===== src/rtl/gear_shift_controller_if.sv =====
// Purpose : signal bundle between the gear selector and its surroundings.
//           Raw driver inputs (keys, pedal, speed, DIP enable) travel towards
//           the controller; committed gear, shift status and the one-cycle
//           event pulses travel back.
// Modports:
//   slave  - the controller: consumes keys/brake/safe_en/speed, drives status
//   master - the environment: drives keys/brake/safe_en/speed, reads status
interface gear_shift_controller_if #(
  parameter int NUM_GEARS = 4,
  parameter int SPEED_W   = 8
);
  localparam int GW = (NUM_GEARS > 1) ? $clog2(NUM_GEARS) : 1;

  logic [NUM_GEARS-1:0] key_gear;
  logic                 key_reset;
  logic                 brake;
  logic                 safe_en;
  logic [SPEED_W-1:0]   speed;

  logic [GW-1:0]        gear_idx;
  logic [NUM_GEARS-1:0] gear_onehot;
  logic                 shifting;
  logic                 shift_done;
  logic                 shift_reject;
  logic                 req_dropped;
  logic                 safe_rst_req;

  modport slave (
    input  key_gear, key_reset, brake, safe_en, speed,
    output gear_idx, gear_onehot, shifting, shift_done, shift_reject,
           req_dropped, safe_rst_req
  );

  modport master (
    output key_gear, key_reset, brake, safe_en, speed,
    input  gear_idx, gear_onehot, shifting, shift_done, shift_reject,
           req_dropped, safe_rst_req
  );
endinterface


===== src/rtl/gear_shift_controller.sv =====
// Purpose : gear selector with speed/brake interlock, timed shift window and
//           a held-combo safe-reset request for downstream blocks.
//           Every raw key is synchronised and debounced; a debounced rising
//           edge becomes a one-cycle request, the lowest gear index wins.
// Ports   :
//   clk    - system clock
//   rst_n  - asynchronous active-low reset
//   bus    - gear_shift_controller_if.slave (keys, brake, safe_en, speed in;
//            gear_idx, gear_onehot, shifting, shift_done, shift_reject,
//            req_dropped, safe_rst_req out)
//
// state  | meaning
// -------+---------------------------------------------------------------
// HOLD   | gear committed, requests arbitrated and interlock-checked
// SHIFT  | shift window running, target latched, new requests dropped
module gear_shift_controller #(
  parameter int NUM_GEARS       = 4,
  parameter int SPEED_W         = 8,
  parameter int DEBOUNCE_CYCLES = 50000,
  parameter int SHIFT_DELAY     = 25000,
  parameter int SHIFT_SPEED_MAX = 5,
  parameter int RST_HOLD_CYCLES = 50000000
) (
  input logic                    clk,
  input logic                    rst_n,
  gear_shift_controller_if.slave bus
);

  localparam int NK   = NUM_GEARS + 1;  // gear keys plus the reset-combo key
  localparam int GW   = (NUM_GEARS > 1) ? $clog2(NUM_GEARS) : 1;
  localparam int DB_W = $clog2(DEBOUNCE_CYCLES) + 1;
  localparam int SD_W = $clog2(SHIFT_DELAY) + 1;
  localparam int RH_W = $clog2(RST_HOLD_CYCLES) + 1;

  localparam logic [DB_W-1:0]    DB_LAST = DB_W'(DEBOUNCE_CYCLES - 1);
  localparam logic [SD_W-1:0]    SD_LAST = SD_W'(SHIFT_DELAY - 1);
  localparam logic [RH_W-1:0]    RH_LAST = RH_W'(RST_HOLD_CYCLES - 1);
  localparam logic [SPEED_W-1:0] SPD_MAX = SPEED_W'(SHIFT_SPEED_MAX);

  localparam logic [0:0] ST_HOLD  = 1'b0;
  localparam logic [0:0] ST_SHIFT = 1'b1;

  // ---------------------------------------------------------------- input path
  logic [NK-1:0]   raw_keys;
  logic [NK-1:0]   sync1;
  logic [NK-1:0]   sync2;
  logic [NK-1:0]   stable;
  logic [NK-1:0]   stable_q;
  logic [DB_W-1:0] db_cnt [NK];

  assign raw_keys = {bus.key_reset, bus.key_gear};

  // A level change is accepted once the synchronised input has disagreed with
  // the accepted level for DEBOUNCE_CYCLES consecutive cycles; any agreeing
  // cycle restarts the count.
  always_ff @(posedge clk or negedge rst_n) begin
    if (!rst_n) begin
      sync1    <= '0;
      sync2    <= '0;
      stable   <= '0;
      stable_q <= '0;
      for (int k = 0; k < NK; k++) begin
        db_cnt[k] <= '0;
      end
    end else begin
      sync1    <= raw_keys;
      sync2    <= sync1;
      stable_q <= stable;
      for (int k = 0; k < NK; k++) begin
        if (sync2[k] != stable[k]) begin
          if (db_cnt[k] == DB_LAST) begin
            stable[k] <= ~stable[k];
            db_cnt[k] <= '0;
          end else begin
            db_cnt[k] <= db_cnt[k] + 1'b1;
          end
        end else begin
          db_cnt[k] <= '0;
        end
      end
    end
  end

  logic [NUM_GEARS-1:0] req;
  logic                 key_rst_lvl;

  // Only rising edges of the debounced level request a shift.
  assign req         = stable[NUM_GEARS-1:0] & ~stable_q[NUM_GEARS-1:0];
  assign key_rst_lvl = stable[NUM_GEARS];

  // ---------------------------------------------------------------- arbitration
  logic          arb_valid;
  logic [GW-1:0] arb_idx;
  logic          arb_park_rev;

  // Scanned from the top so the lowest set index is the one left standing.
  always_comb begin
    arb_valid    = 1'b0;
    arb_idx      = '0;
    arb_park_rev = 1'b0;
    for (int i = NUM_GEARS - 1; i >= 0; i--) begin
      if (req[i]) begin
        arb_valid    = 1'b1;
        arb_idx      = GW'(i);
        arb_park_rev = (i < 2);
      end
    end
  end

  // ---------------------------------------------------------------- shift FSM
  logic [0:0]           state;
  logic [GW-1:0]        gear_idx;
  logic [NUM_GEARS-1:0] gear_onehot;
  logic [GW-1:0]        target;
  logic [SD_W-1:0]      shift_cnt;
  logic                 shift_done;
  logic                 shift_reject;
  logic                 req_dropped;
  logic                 interlock_ok;

  assign interlock_ok = (bus.speed <= SPD_MAX) && bus.brake;

  always_ff @(posedge clk or negedge rst_n) begin
    if (!rst_n) begin
      state        <= ST_HOLD;
      gear_idx     <= '0;
      gear_onehot  <= NUM_GEARS'(1);
      target       <= '0;
      shift_cnt    <= '0;
      shift_done   <= 1'b0;
      shift_reject <= 1'b0;
      req_dropped  <= 1'b0;
    end else begin
      shift_done   <= 1'b0;
      shift_reject <= 1'b0;
      req_dropped  <= 1'b0;
      case (state)
        ST_HOLD: begin
          if (arb_valid && (arb_idx != gear_idx)) begin
            if (arb_park_rev && !interlock_ok) begin
              shift_reject <= 1'b1;
            end else begin
              target    <= arb_idx;
              shift_cnt <= '0;
              state     <= ST_SHIFT;
            end
          end
        end
        ST_SHIFT: begin
          // The latched target is kept; late requests are only reported.
          if (arb_valid) begin
            req_dropped <= 1'b1;
          end
          if (shift_cnt == SD_LAST) begin
            gear_idx    <= target;
            gear_onehot <= NUM_GEARS'(1) << target;
            shift_done  <= 1'b1;
            state       <= ST_HOLD;
          end else begin
            shift_cnt <= shift_cnt + 1'b1;
          end
        end
        default: state <= ST_HOLD;
      endcase
    end
  end

  // ---------------------------------------------------------------- safe reset
  logic            combo;
  logic [RH_W-1:0] rh_cnt;
  logic            rst_armed;
  logic            safe_rst_req;

  assign combo = key_rst_lvl && bus.brake && bus.safe_en &&
                 (bus.speed == '0) && (gear_idx == '0) && (state == ST_HOLD);

  // One pulse per press: rst_armed is only restored once the debounced key
  // has been released, so a key kept down cannot fire again.
  always_ff @(posedge clk or negedge rst_n) begin
    if (!rst_n) begin
      rh_cnt       <= '0;
      rst_armed    <= 1'b1;
      safe_rst_req <= 1'b0;
    end else begin
      safe_rst_req <= 1'b0;
      if (!key_rst_lvl) begin
        rst_armed <= 1'b1;
      end
      if (!combo) begin
        rh_cnt <= '0;
      end else if (rst_armed) begin
        if (rh_cnt == RH_LAST) begin
          safe_rst_req <= 1'b1;
          rh_cnt       <= '0;
          rst_armed    <= 1'b0;
        end else begin
          rh_cnt <= rh_cnt + 1'b1;
        end
      end
    end
  end

  assign bus.gear_idx     = gear_idx;
  assign bus.gear_onehot  = gear_onehot;
  assign bus.shifting     = (state == ST_SHIFT);
  assign bus.shift_done   = shift_done;
  assign bus.shift_reject = shift_reject;
  assign bus.req_dropped  = req_dropped;
  assign bus.safe_rst_req = safe_rst_req;

endmodule


===== src/flat_wrapper.sv =====
// flat-port wrapper written by rule: the top's interface ports become plain ports
module gear_shift_controller_flat 
#(
  parameter int NUM_GEARS       = 4,
  parameter int SPEED_W         = 8,
  parameter int DEBOUNCE_CYCLES = 50000,
  parameter int SHIFT_DELAY     = 25000,
  parameter int SHIFT_SPEED_MAX = 5,
  parameter int RST_HOLD_CYCLES = 50000000
)
  (clk, rst_n, bus_key_gear, bus_key_reset, bus_brake, bus_safe_en, bus_speed, bus_gear_idx, bus_gear_onehot, bus_shifting, bus_shift_done, bus_shift_reject, bus_req_dropped, bus_safe_rst_req);
  gear_shift_controller_if #(.NUM_GEARS(NUM_GEARS), .SPEED_W(SPEED_W)) bus_i ();
  input logic clk;
  input logic rst_n;
  input wire logic [$bits(bus_i.key_gear)-1:0] bus_key_gear;
  input wire logic [$bits(bus_i.key_reset)-1:0] bus_key_reset;
  input wire logic [$bits(bus_i.brake)-1:0] bus_brake;
  input wire logic [$bits(bus_i.safe_en)-1:0] bus_safe_en;
  input wire logic [$bits(bus_i.speed)-1:0] bus_speed;
  output wire logic [$bits(bus_i.gear_idx)-1:0] bus_gear_idx;
  output wire logic [$bits(bus_i.gear_onehot)-1:0] bus_gear_onehot;
  output wire logic [$bits(bus_i.shifting)-1:0] bus_shifting;
  output wire logic [$bits(bus_i.shift_done)-1:0] bus_shift_done;
  output wire logic [$bits(bus_i.shift_reject)-1:0] bus_shift_reject;
  output wire logic [$bits(bus_i.req_dropped)-1:0] bus_req_dropped;
  output wire logic [$bits(bus_i.safe_rst_req)-1:0] bus_safe_rst_req;
  assign bus_i.key_gear = bus_key_gear;
  assign bus_i.key_reset = bus_key_reset;
  assign bus_i.brake = bus_brake;
  assign bus_i.safe_en = bus_safe_en;
  assign bus_i.speed = bus_speed;
  assign bus_gear_idx = bus_i.gear_idx;
  assign bus_gear_onehot = bus_i.gear_onehot;
  assign bus_shifting = bus_i.shifting;
  assign bus_shift_done = bus_i.shift_done;
  assign bus_shift_reject = bus_i.shift_reject;
  assign bus_req_dropped = bus_i.req_dropped;
  assign bus_safe_rst_req = bus_i.safe_rst_req;
  gear_shift_controller #(.NUM_GEARS(NUM_GEARS), .SPEED_W(SPEED_W), .DEBOUNCE_CYCLES(DEBOUNCE_CYCLES), .SHIFT_DELAY(SHIFT_DELAY), .SHIFT_SPEED_MAX(SHIFT_SPEED_MAX), .RST_HOLD_CYCLES(RST_HOLD_CYCLES)) u_core (.clk(clk), .rst_n(rst_n), .bus(bus_i));
endmodule

===== config.mk =====
export PLATFORM = sky130hd
export DESIGN_NAME = gear_shift_controller_flat
export DESIGN_NICKNAME = d
export VERILOG_FILES = /design/src/rtl/gear_shift_controller_if.sv /design/src/rtl/gear_shift_controller.sv /design/src/flat_wrapper.sv
export SDC_FILE = /design/constraint.sdc
export NUM_CORES = 1
export LEC_CHECK = 0
export ABC_AREA = 1
export BUFFER_PORTS_ARGS = -buffer_cell sky130_fd_sc_hd__buf_2
export CORE_MARGIN = 2
export CORE_UTILIZATION = 65
export CTS_BUF_LIST = sky130_fd_sc_hd__clkbuf_4
export CTS_CLUSTER_SIZE = 28
export DETAILED_ROUTE_END_ITERATION = 7
export HOLD_SLACK_MARGIN = 0.03
export PLACE_DENSITY = 0.88
export RECOVER_POWER = 25
export SLEW_MARGIN = 25
export SYNTH_ARGS = -nofsm -noshare
export SYNTH_HDL_FRONTEND = slang
export SYNTH_SLANG_ARGS = --single-unit

===== constraint.sdc =====
create_clock -name clk -period 3.6 [get_ports clk]
set_clock_uncertainty 0.15 [all_clocks]
set_input_delay 0.36 -clock clk [delete_from_list [all_inputs] [get_ports clk]]
set_output_delay 0.36 -clock clk [all_outputs]
set_load 0.02 [all_outputs]

==> results.md, run 1 <==
* Drt pass-1 iters at 6
* Total Wirelength at 15900 um
* CP Cell Sequence: inv_1 -> nand2_1 -> nor2_2 -> nand3_2 -> nand2_2 -> o21ai_0 -> a21oi_1
* Hold Startpoint: bus_brake
* RSZ-0062 raised after global routing: no
* Max-cap violation count at 1
* Mapped Avg Cell Area at 7.93 um2
* Worst Path Arrival at about 2.9 ns
* Port Buf Inserts at 27
* Drt drc at 0
* Failing checks: max-capacitance violations, max-slew violations
* Peak Freq at around 400 MHz
* Kind of critical path: reg2reg
* Setup violations, final at 0
* Share of cells above drive strength 1 at 8.86%
* R2R cell count at 7
* Capturing point of the worst reg2reg path: u_core.rh_cnt[11]$_DFFE_PN0P_
* Antenna violations before repair at 1
* Fin Setup TNS at 0 ns
* Ports at 28
* Slew @ Worst Pin at slightly above 2 ns
* Min Tclk post-route at 2.52 ns
* Largest stage delay on the critical path at 0.59 ns
* CP max FO at 22
* Vias in the first global route at 6462
* Area contributors post-synth: dfrtp_1 (49%), nand2_1 (10%), nor2_1 (8.7%)
* Worst vdd ir at about 300 uV
* CORE AREA at 0.0121 mm2
* Yosys warns at 0
* Final Max Tran Viols at 84
* Tot Pwr at 3230 uW
* Final HPWL DP at around 11000 um
* Commonest non-fill, non-tap cell in the layout: nand2_1
* Yosys top cell by area: dfrtp_1
* Primary FF master, synth: dfrtp_1
* Row count at 40
* RD Place Congestion at a little over 0.9
* CP max-delay cell: dfrtp_1
* DIE AREA at 0.0134 mm2
* Root Driver: clkbuf_4
* Mapped Area at approximately 0.008 mm2
* CP delay by family, top: simple AND/OR/NAND/NOR gates
* Crit path buf inv count at 1
* Hold Path Class: in2reg
* Postcts setup bufs at 0
* First-pass GRT wire length at 27500 um
* Reg-to-reg setup timing slack at 1.08 ns
* Commonest cells after routing, fill and taps aside: nand2_1 (216), nor2_1 (189), dfrtp_1 (159), inv_1 (125), nand3_1 (82)
* Largest net degree at the start of global routing at 85
* Fin nets at 1094
* WHS Path Cells at 5
* Post-Syn Nets at 1050
* Post-synth top area share at 48.9%
* Fraction of registers with async set or reset after synthesis at 100%
* Clock-pin slew on the worst setup and hold paths at 0.14 ns
* Vias at 6731
* LEAKAGE at 0.00396 uW
* Post-DRT Antenna Nets at 0
* Sink Count at 161
* Placed insts at 1213
* Initial Util at ~67%
* Post-synth EDFFs at 0
* Status: complete, but fails checks
* Die Width at 116 um
* Gr ovfl total at 0
* Worst endpoint required time at roughly 4.0 ns
* Hold EP: u_core.bus.safe_rst_req$_DFF_PN0_
* R2r startpoint: u_core.bus.shifting$_DFF_PN0_
* Fin crit share at 70.0%
* CTS Buffer Depth at 2
* Gr usage total at roughly a quarter
* Post-Layout Cell Count at approximately 1300
* Area Growth Syn to Fin at 9.03%
* Fin. Hold Viols at 0
* Seq/Total Area, Yosys at 49.6%
* H-Tree Depth at 4
* Vias/cell at about 5.4
* Worst skew pair latency at 0.58 ns
* Worst relative slew slack at -34.2%
* TritonCTS Buffers at 17
* CP startpoint kind: register
* Gate Count Post-Synth at a little over 1000
* PwrDens at 364 mW/mm2
* CTS tree: done
* Avg WL per Cell at 12.7 um
* Die height at 116 um
* First DRT Iteration DRCs at about 540
* Seq cells post-synth at 161
* CP Capture Type: register
* Post-synth cell types at 38
-- per-stage QoR --
step	worst slack, ns	utilization (%)	cell area, um2	hold WS (ns)
final	1.08	73.2	8870	0.0937
after global routing	0.853	73.2	8870	0.0772
after CTS	1.11	73.2	8870	0.0727
after detailed placement	1.13	69.8	8460	0.186
after global placement	1.17	69.8	8460	0.183
after floorplan	1.92	-	8130	-0.0856
-- registers in the layout (all words and copies together), names as in the netlist, 2 cells and up --
| signal | cells |
|---|---|
| u_core.stable | 5 |
| u_core.target | 2 |
| u_core.bus.gear_idx | 2 |
| u_core.stable_q | 4 |
| u_core.rh_cnt | 27 |
| u_core.shift_cnt | 16 |
| u_core.db_cnt | 85 |
| u_core.sync2 | 5 |
| u_core.bus.gear_onehot | 4 |
| u_core.sync1 | 5 |
-- worst max path at each step --
stage,to,slack (ns),start,cells past startpoint
2_1_floorplan,u_core.rh_cnt[20]$_DFFE_PN0P_,1.92,u_core.rh_cnt[0]$_DFFE_PN0P_,9
3_3_place_gp,u_core.rh_cnt[13]$_DFFE_PN0P_,1.17,u_core.bus.shifting$_DFF_PN0_,7
3_5_place_dp,u_core.rh_cnt[11]$_DFFE_PN0P_,1.13,u_core.bus.shifting$_DFF_PN0_,7
4_1_cts,u_core.rh_cnt[11]$_DFFE_PN0P_,1.11,u_core.bus.shifting$_DFF_PN0_,7
5_1_grt,u_core.rh_cnt[13]$_DFFE_PN0P_,0.85,u_core.bus.shifting$_DFF_PN0_,7
6_report,u_core.rh_cnt[11]$_DFFE_PN0P_,1.08,u_core.bus.shifting$_DFF_PN0_,7
-- layout make-up --
class | instances | area, um2
Fill cell | 896 | 3240
Inverter | 127 | 477
Antenna cell | 1 | 2.50
Clock inverter | 13 | 210
Tap cell | 168 | 210
Multi-Input combinational cell | 727 | 3560
Clock buffer | 19 | 143
Timing Repair Buffer | 36 | 230
Sequential cell | 161 | 4030
-- Yosys cell counts (2+ instances only) --
master	number
nand2_1	216
nor2_1	189
dfrtp_1	159
inv_1	125
nand3_1	82
a21oi_1	40
xor2_1	40
nor3_1	31
nand4_1	25
o21ai_0	19
nor4_1	15
nor2_2	11
o21ai_1	10
ha_1	7
xnor2_1	7
nor3_2	6
nor3b_1	6
buf_2	4
clkbuf_1	4
nand3_2	4
a21o_1	2
a31oi_1	2
buf_4	2
dfstp_2	2
inv_2	2
nand2_2	2
nor2_4	2
nor3b_2	2
-- cells by family after synthesis --
family | Yosys count | share of synthesized area, %
fa+ha+maj | 7 | 1.08
flops | 161 | 49.6
simple gates | 596 | 32.7
mux | 1 | 0.123
buf+inv | 138 | 6.62
xor+xnor | 47 | 5.06
compound gates | 76 | 4.88
-- power by group --
| group | total (uW) | switching (uW) | internal (uW) |
|---|---|---|---|
| Sequential | 1840 | 12.9 | 1830 |
| Clock | 1290 | 648 | 639 |
| Combinational | 98.8 | 68.8 | 30.0 |
-- layer usage --
metal  track usage (%)  vias up  share of wire (%)
met3              5.60       34                3.8
li1                  -     3372                  -
met2              43.7      138                 50
met4              9.76        0                1.9
met5                 0        -                  0
met1              32.5     3187                 45
-- worst reg2reg max path, delay by kind of cell (launching register included) --
kind	cells	cell delay, ns
and+or+nand+nor	4	0.95
DFF	1	0.59
AOI/OAI and AO/OA	2	0.34
buffers and inverters	1	0.39
-- repair_timing --
action                    in CTS  in global routing
resized for setup              0                  0
hold buffers                   6                  0
hold endpoints to repair      85                  0
Power figures use the tool's default switching activity.
==> inputs of run 2 (changes only) <==
--- a/config.mk
+++ b/config.mk
@@ -5,15 +5,15 @@
 export SDC_FILE = /design/constraint.sdc
 export NUM_CORES = 1
 export LEC_CHECK = 0
-export ABC_AREA = 1
+export ABC_AREA = 0
 export BUFFER_PORTS_ARGS = -buffer_cell sky130_fd_sc_hd__buf_2
 export CORE_MARGIN = 2
-export CORE_UTILIZATION = 65
+export CORE_UTILIZATION = 64
 export CTS_BUF_LIST = sky130_fd_sc_hd__clkbuf_4
 export CTS_CLUSTER_SIZE = 28
 export DETAILED_ROUTE_END_ITERATION = 7
 export HOLD_SLACK_MARGIN = 0.03
-export PLACE_DENSITY = 0.88
+export PLACE_DENSITY = 0.87
 export RECOVER_POWER = 25
 export SLEW_MARGIN = 25
 export SYNTH_ARGS = -nofsm -noshare
==> constraint.sdc (replaced) <==
create_clock -name clk -period 2.6 [get_ports clk]
set_clock_uncertainty 0.15 [all_clocks]
set_input_delay 0.26 -clock clk [delete_from_list [all_inputs] [get_ports clk]]
set_output_delay 0.26 -clock clk [all_outputs]
set_load 0.02 [all_outputs]
==> run 2 against run 1 <==
Compared with the run above:
- the run still ends with max-capacitance violations, max-slew violations left
- design area shrank 5.5%
- register-to-register slack got worse by 0.88 ns
- routed wire length fell by 6.9%
- area after synthesis fell by 5.4%
- synthesized cell count fell by 26%
- utilization down 2.5 points
- setup slack lost 0.92 ns
==> results.md, run 2 <==
* Status: complete, but fails checks
* Failing checks: max-capacitance violations, max-slew violations
* Sw frac at 23.8%
* Fin nets at between 800 and 900
* Post-Syn Nets at between 700 and 800
* Worst skew pair latency at 0.58 ns
* DIE AREA at 0.0129 mm2
* Area contributors post-synth: dfrtp_1 (52%), xnor2_1 (7.3%), nor2_1 (6.3%)
* Initial Util at 64.8%
* First-pass GRT wire length at 26000 um
* Mapped Avg Cell Area at 10.1 um2
* Setup violations, final at 0
* Worst endpoint required time at 2.96 ns
* Pre-CTS WS at roughly 0.39 ns
* H-Tree Depth at 4
* Fraction of registers with async set or reset after synthesis at 100%
* Worst vdd ir at 418 uV
* Gr usage total at between 20 and 30%
* Hold Path Class: in2reg
* Yosys top cell by area: dfrtp_1
* Top Usage Layer GRT: met2
* Simple-gate share of the synthesized area at 25.8%
* CTS Buffer Depth at 2
* TritonCTS Buffers at 17
* Total Wirelength at 14800 um
* Sequential power share at 61.3%
* RD Place Congestion at 0.944
* Post-synth top area share at 51.7%
* Synth cell count leaders: dfrtp_1 (159), nor2_1 (129), xnor2_1 (64)
* Worst relative slew slack at -1.05%
* Vias/cell at 5.91
* Root Driver: clkbuf_4
* Internal at 3170 uW
* Primary FF master, synth: dfrtp_1
* Commonest cells after routing, fill and taps aside: dfrtp_1 (159), nor2_1 (129), xnor2_1 (64), nand2_1 (55), nand3_1 (46)
* Setup ws final at around 0.16 ns
* Logic pwr share at 3.3%
* Fin crit share at 93.7%
* Yosys warns at 0
* CTS tree: done
* Mapped Area at ~0.0077 mm2
* Commonest non-fill, non-tap cell in the layout: dfrtp_1
* CP max FO at 4
* Post-DRT Antenna Nets at 0
* Final HPWL DP at 10200 um
* Largest net degree at the start of global routing at 63
* Gr ovfl total at 0
* Port Buf Inserts at 27
* Clock-pin slew on the worst setup and hold paths at approximately 0.13 ns
* Row count at 40
* Post-synth EDFFs at 0
* CP startpoint kind: input port
* Area Growth Syn to Fin at 9.00%
* Kind of critical path: in2reg
* Met2 Usage GRT at 42.4%
* CP Capture Type: register
* Post-synthesis mux area share at 1.01%
* Seq cells post-synth at 161
* Die height at 114 um
* Vias in the first global route at between 5000 and 6000
* Seq/Total Area, Yosys at about 52%
* Min Tclk post-route at 2.44 ns
* Postcts setup bufs at 0
* LEAKAGE at 0.00363 uW
* Post-synth cell types at 57
* Number of antenna diodes at 0
* First DRT Iteration DRCs at 474
* Tot Pwr at 4160 uW
* Avg WL per Cell at 15.4 um
* Final Max Tran Viols at 62
* Synth Area in Compound Gates at 4.78%
* Gate Count Post-Synth at 761
* Antenna violations before repair at 0
* Met3 GRT Util at 6.06%
* Worst Path Arrival at around 2.8 ns
* Vias at roughly 5700
* Slew @ Worst Pin at 1.52 ns
* Die Width at 114 um
* RSZ-0062 raised after global routing: no
* Drt pass-1 iters at 6
* XOR/XNOR share of the synthesized area at 12.4%
* Share of cells above drive strength 1 at 11.7%
* Fin. Hold Viols at 0
* Max-cap violation count at 1
* Registers with the most flip-flops: u_core.db_cnt (85), u_core.rh_cnt (27), u_core.shift_cnt (16)
* Drt drc at 0
* Top reg by flops: u_core.db_cnt
* CORE AREA at 0.0119 mm2
* Largest register FFs at 85
* Ports at 28
* Sink Count at 161
* Count leader, synth: dfrtp_1
* Synth Area in Adders at 1.14%
* Main combinational cell family by area after synthesis: simple AND/OR/NAND/NOR gates
* Peak Freq at 411 MHz
* PwrDens at ~500 mW/mm2
* Met1 GRT Util at between 30 and 40%
* Net load switching power at 992 uW
* Fin Setup TNS at 0 ns
* Clock power share at 35.4%
-- run 2: changes by cell type after synthesis, moves of 10 or more --
cell | previous run | this run
nand2_1 | 216 | 55
clkbuf_1 | 4 | 17
inv_1 | 125 | 16
nand3_1 | 82 | 46
o21ai_1 | 10 | 0
a21oi_1 | 40 | 7
and3_1 | 1 | 27
nor2_1 | 189 | 129
xnor2_1 | 7 | 64
o21ai_0 | 19 | 9
a22o_1 | 0 | 13
-- run 2: worst max-delay path, stage by stage --
cell	delay, ns
dlygate4sd3_1	0.53
buf_2	0.13
nor2_1	0.07
dlygate4sd3_1	0.57
nand4_1	0.19
dlygate4sd3_1	0.67
nor3_1	0.29
a21oi_1	0.09
-- run 2: logic make-up after synthesis --
family | count (synthesis)
AND/OR/NAND/NOR | 382
flip-flops | 161
buffers and inverters | 44
XOR/XNOR | 109
AO/OA/AOI/OAI | 51
multiplexers | 7
adder cells (fa/ha/maj) | 7
-- run 2: repair_timing --
item,4_1_cts,5_1_grt
hold endpoints to repair,170,0
gates resized for setup,0,2
hold buffers,13,0
endpoints found under the setup margin,0,3
-- run 2: area by class of cell --
class	instances	area [um2]
Clock inverter	13	138
Sequential cell	161	4030
Multi-Input combinational cell	556	3480
Inverter	17	63.8
Tap cell	147	184
Timing Repair Buffer	48	338
Clock buffer	19	143
Fill cell	837	3480
-- run 2: path summary, 6_finish.rpt --
| kind | from | end | slack, ns | depth (start not counted) |
|---|---|---|---|---|
| max reg2reg | u_core.bus.gear_idx[1]$_DFFE_PN0P_ | u_core.rst_armed$_DFF_PN1_ | 0.20 | 5 |
| max in group asynchronous | rst_n | u_core.db_cnt[56]$_DFF_PN0_ | 0.50 | 3 |
| min | bus_speed[4] | u_core.rh_cnt[2]$_DFFE_PN0P_ | 0.11 | 5 |
| max | bus_speed[6] | u_core.rst_armed$_DFF_PN1_ | 0.16 | 8 |
| min in group asynchronous | rst_n | u_core.bus.shifting$_DFF_PN0_ | 0.43 | 2 |
| min reg2reg | u_core.sync1[0]$_DFF_PN0_ | u_core.sync2[0]$_DFF_PN0_ | 0.21 | 0 |
-- run 2: routing by layer --
layer  share of wire (%)  vias to the layer above
met5                   0                        -
met3                 4.1                       26
met2                  50                      136
met1                  44                     2812
met4                 1.6                        0
li1                    -                     2701
-- run 2: through the flow --
stage	hold WS, ns	utilization, %	area, um2	cells
after detailed placement	0.133	67.3	7980	916
after global routing	0.122	70.7	8380	961
final	0.106	70.7	8380	961
after global placement	0.118	67.3	7980	916
after floorplan	-0.186	-	7690	761
after CTS	0.0714	70.7	8390	961
-- run 2: power groups by stage --
| stage | clock network, uW | registers [uW] | logic, uW |
|---|---|---|---|
| 2_1_floorplan | 0 | 2590 | 55.0 |
| 3_3_place_gp | 0 | 2590 | 126 |
| 3_5_place_dp | 0 | 2600 | 134 |
| 4_1_cts | 1500 | 2550 | 146 |
| 5_1_grt | 1610 | 2550 | 164 |
| 6_report | 1470 | 2550 | 139 |
==> inputs of run 3 (changes only) <==
--- a/config.mk
+++ b/config.mk
@@ -15,6 +15,7 @@
 export HOLD_SLACK_MARGIN = 0.03
 export PLACE_DENSITY = 0.87
 export RECOVER_POWER = 25
+export SETUP_SLACK_MARGIN = 0.4
 export SLEW_MARGIN = 25
 export SYNTH_ARGS = -nofsm -noshare
 export SYNTH_HDL_FRONTEND = slang
==> run 3 against run 2 <==
Compared with the run above:
- clock power barely moved
- combinational power grew 6%
- sequential cell count unchanged
- critical endpoint is now u_core.shift_cnt[13]$_DFFE_PN0P_
- largest power group unchanged
- register-to-register slack better by 0.25 ns
- the run still ends with max-capacitance violations, max-slew violations left
- cell count up 0.62%
- highest routed layer unchanged
- total power about the same
- global-route usage increased by 0.20 points
==> results.md, run 3 (synthesis gave the netlist of run 2 again) <==
* Share of cells above drive strength 1 at 13.4%
* Worst endpoint required time at slightly below 3 ns
* DIE AREA at about 0.013 mm2
* CP Cell Sequence: dlygate4sd3_1 -> buf_2 -> nor2_1 -> dlygate4sd3_1 -> nand3_1 -> o22ai_2 -> a21boi_1 -> buf_4 -> a22o_1
* Peak Freq at about 450 MHz
* Die Width at 114 um
* CP delay by family, top: buffers and inverters
* Clock power share at a little over a third
* Fin. Hold Viols at 0
* Fin crit share at 85.4%
* Worst vdd ir at about 420 uV
* LEAKAGE at 0.00368 uW
* WHS Path Cells at 4
* CTS Buffer Depth at 2
* Clock-pin slew on the worst setup and hold paths at 0.13 ns
* Root Driver: clkbuf_4
* Max-cap violation count at 1
* Avg WL per Cell at between 15 and 20 um
* CP max-delay cell: dlygate4sd3_1
* Area Growth Syn to Fin at 10.7%
* CORE AREA at 0.0119 mm2
* Antenna violations before repair at 0
* Hold Path Class: in2reg
* Vias in the first global route at approximately 5800
* Logic pwr share at 3.5%
* Internal at 3170 uW
* Worst skew pair latency at between 0.5 and 0.6 ns
* Sink Count at 161
* CP startpoint kind: input port
* Vias/cell at 5.93
* Failing checks: max-capacitance violations, max-slew violations
* Drt drc at 0
* Worst relative slew slack at -4.36%
* Largest net degree at the start of global routing at 63
* Final Max Tran Viols at 61
* Port Buf Inserts at 27
* CTS tree: done
* RD Place Congestion at roughly 0.94
* Tot Pwr at 4160 uW
* Total Wirelength at 15100 um
* Registers with the most flip-flops: u_core.db_cnt (85), u_core.rh_cnt (27), u_core.shift_cnt (16)
* Post-DRT Antenna Nets at 0
* Ports at 28
* R2R cell count at 7
* Final HPWL DP at 10200 um
* Net load switching power at 988 uW
* Min Tclk post-route at 2.22 ns
* Die height at 114 um
* PwrDens at 489 mW/mm2
* First-pass GRT wire length at roughly 26000 um
* RSZ-0062 raised after global routing: yes
* TritonCTS Buffers at 17
* Cell seen most often among critical-path stages: dlygate4sd3_1
* Setup violations, final at 0
* Row count at 40
* Fin Setup TNS at 0 ns
* Sequential power share at 61.3%
* Top reg by flops: u_core.db_cnt
* Crit path buf inv count at 4
* CP max FO at 13
* Fin nets at 831
* Sw frac at between 20% and 30%
* Gr ovfl total at 0
* Commonest non-fill, non-tap cell in the layout: dfrtp_1
* Number of antenna diodes at 0
* Kind of critical path: in2reg
* Largest stage delay on the critical path at roughly 0.57 ns
* Slew @ Worst Pin at 1.57 ns
* Commonest cells after routing, fill and taps aside: dfrtp_1 (159), nor2_1 (129), xnor2_1 (64), nand2_1 (55), nand3_1 (46)
* Largest register FFs at 85
* CP Capture Type: register
* Vias at about 5700
* Status: complete, but fails checks
* WP depth at 9
* First DRT Iteration DRCs at 468
* Worst Path Arrival at 2.54 ns
* Initial Util at 64.8%
* H-Tree Depth at 4
* Gr usage total at 25.2%
* Drt pass-1 iters at 5
run 3: cell types whose count changed in the layout (fill, tap and decap cells not counted), moves of 2 or more:
cell	delta
nor3_1	-2
nor3_2	+2
or2_4	+2
buf_12	+2
or2_2	-2
buf_4	+4
nand2b_1	-2
run 3: worst paths after layout:
kind,startpoint,to,slack (ns)
min in group asynchronous,rst_n,u_core.bus.shifting$_DFF_PN0_,0.46
max in group asynchronous,rst_n,u_core.db_cnt[21]$_DFF_PN0_,0.82
min,bus_speed[2],u_core.rh_cnt[9]$_DFFE_PN0P_,0.1
min reg2reg,u_core.sync1[0]$_DFF_PN0_,u_core.sync2[0]$_DFF_PN0_,0.21
max reg2reg,u_core.shift_cnt[0]$_DFFE_PN0P_,u_core.shift_cnt[13]$_DFFE_PN0P_,0.45
max,bus_speed[6],u_core.shift_cnt[13]$_DFFE_PN0P_,0.38
run 3: through the flow:
stage | cells | util [%] | hold slack, ns | instance area, um2 | worst slack (ns)
floorplan | 761 | - | -0.186 | 7690 | 0.523
global placement | 916 | 67.3 | 0.118 | 7980 | 0.497
detailed placement | 916 | 67.3 | 0.133 | 7980 | 0.387
CTS | 963 | 70.9 | 0.0511 | 8410 | 0.400
global route | 967 | 71.8 | 0.0756 | 8510 | 0.342
finish | 967 | 71.8 | 0.0993 | 8510 | 0.381
run 3: cell type report:
type,count,area (um2)
repair buffers,54,413
multi-input cells,556,3540
inverters,17,63.8
flip-flops and latches,161,4030
clock inverters,13,138
clock buffers,19,143
fillers,811,3350
well taps,147,184
run 3: repair_timing:
item	CTS	global route
hold buffers	14	0
setup endpoints to repair	13	68
resized for setup	1	14
pin swaps	0	3
cloned	0	0
hold endpoints to repair	170	0
buffers inserted	1	4
run 3: power groups by stage:
| stage | logic (uW) | registers [uW] | clock network [uW] |
|---|---|---|---|
| after floorplan | 55.0 | 2590 | 0 |
| after global placement | 126 | 2590 | 0 |
| after detailed placement | 134 | 2600 | 0 |
| after CTS | 150 | 2550 | 1500 |
| after global routing | 172 | 2550 | 1610 |
| final | 147 | 2550 | 1470 |
run 3: per-layer routing:
metal  global-route usage [%]  vias to the layer above  routed length, um
li1                         -                     2713                  -
met1                     31.9                     2848               6490
met2                     42.7                      155               7750
met3                     6.70                       23                684
met4                     8.29                        0                168
met5                        0                        -                  0
run 3: worst register-to-register path, delay by kind of cell, from the launching register on:
family | cells | cell delay, ns
adders and majority gates | 1 | 0.24
AOI/OAI and AO/OA | 2 | 0.37
DFF | 1 | 0.42
buffers and inverters | 1 | 0.20
and+or+nand+nor | 3 | 0.67
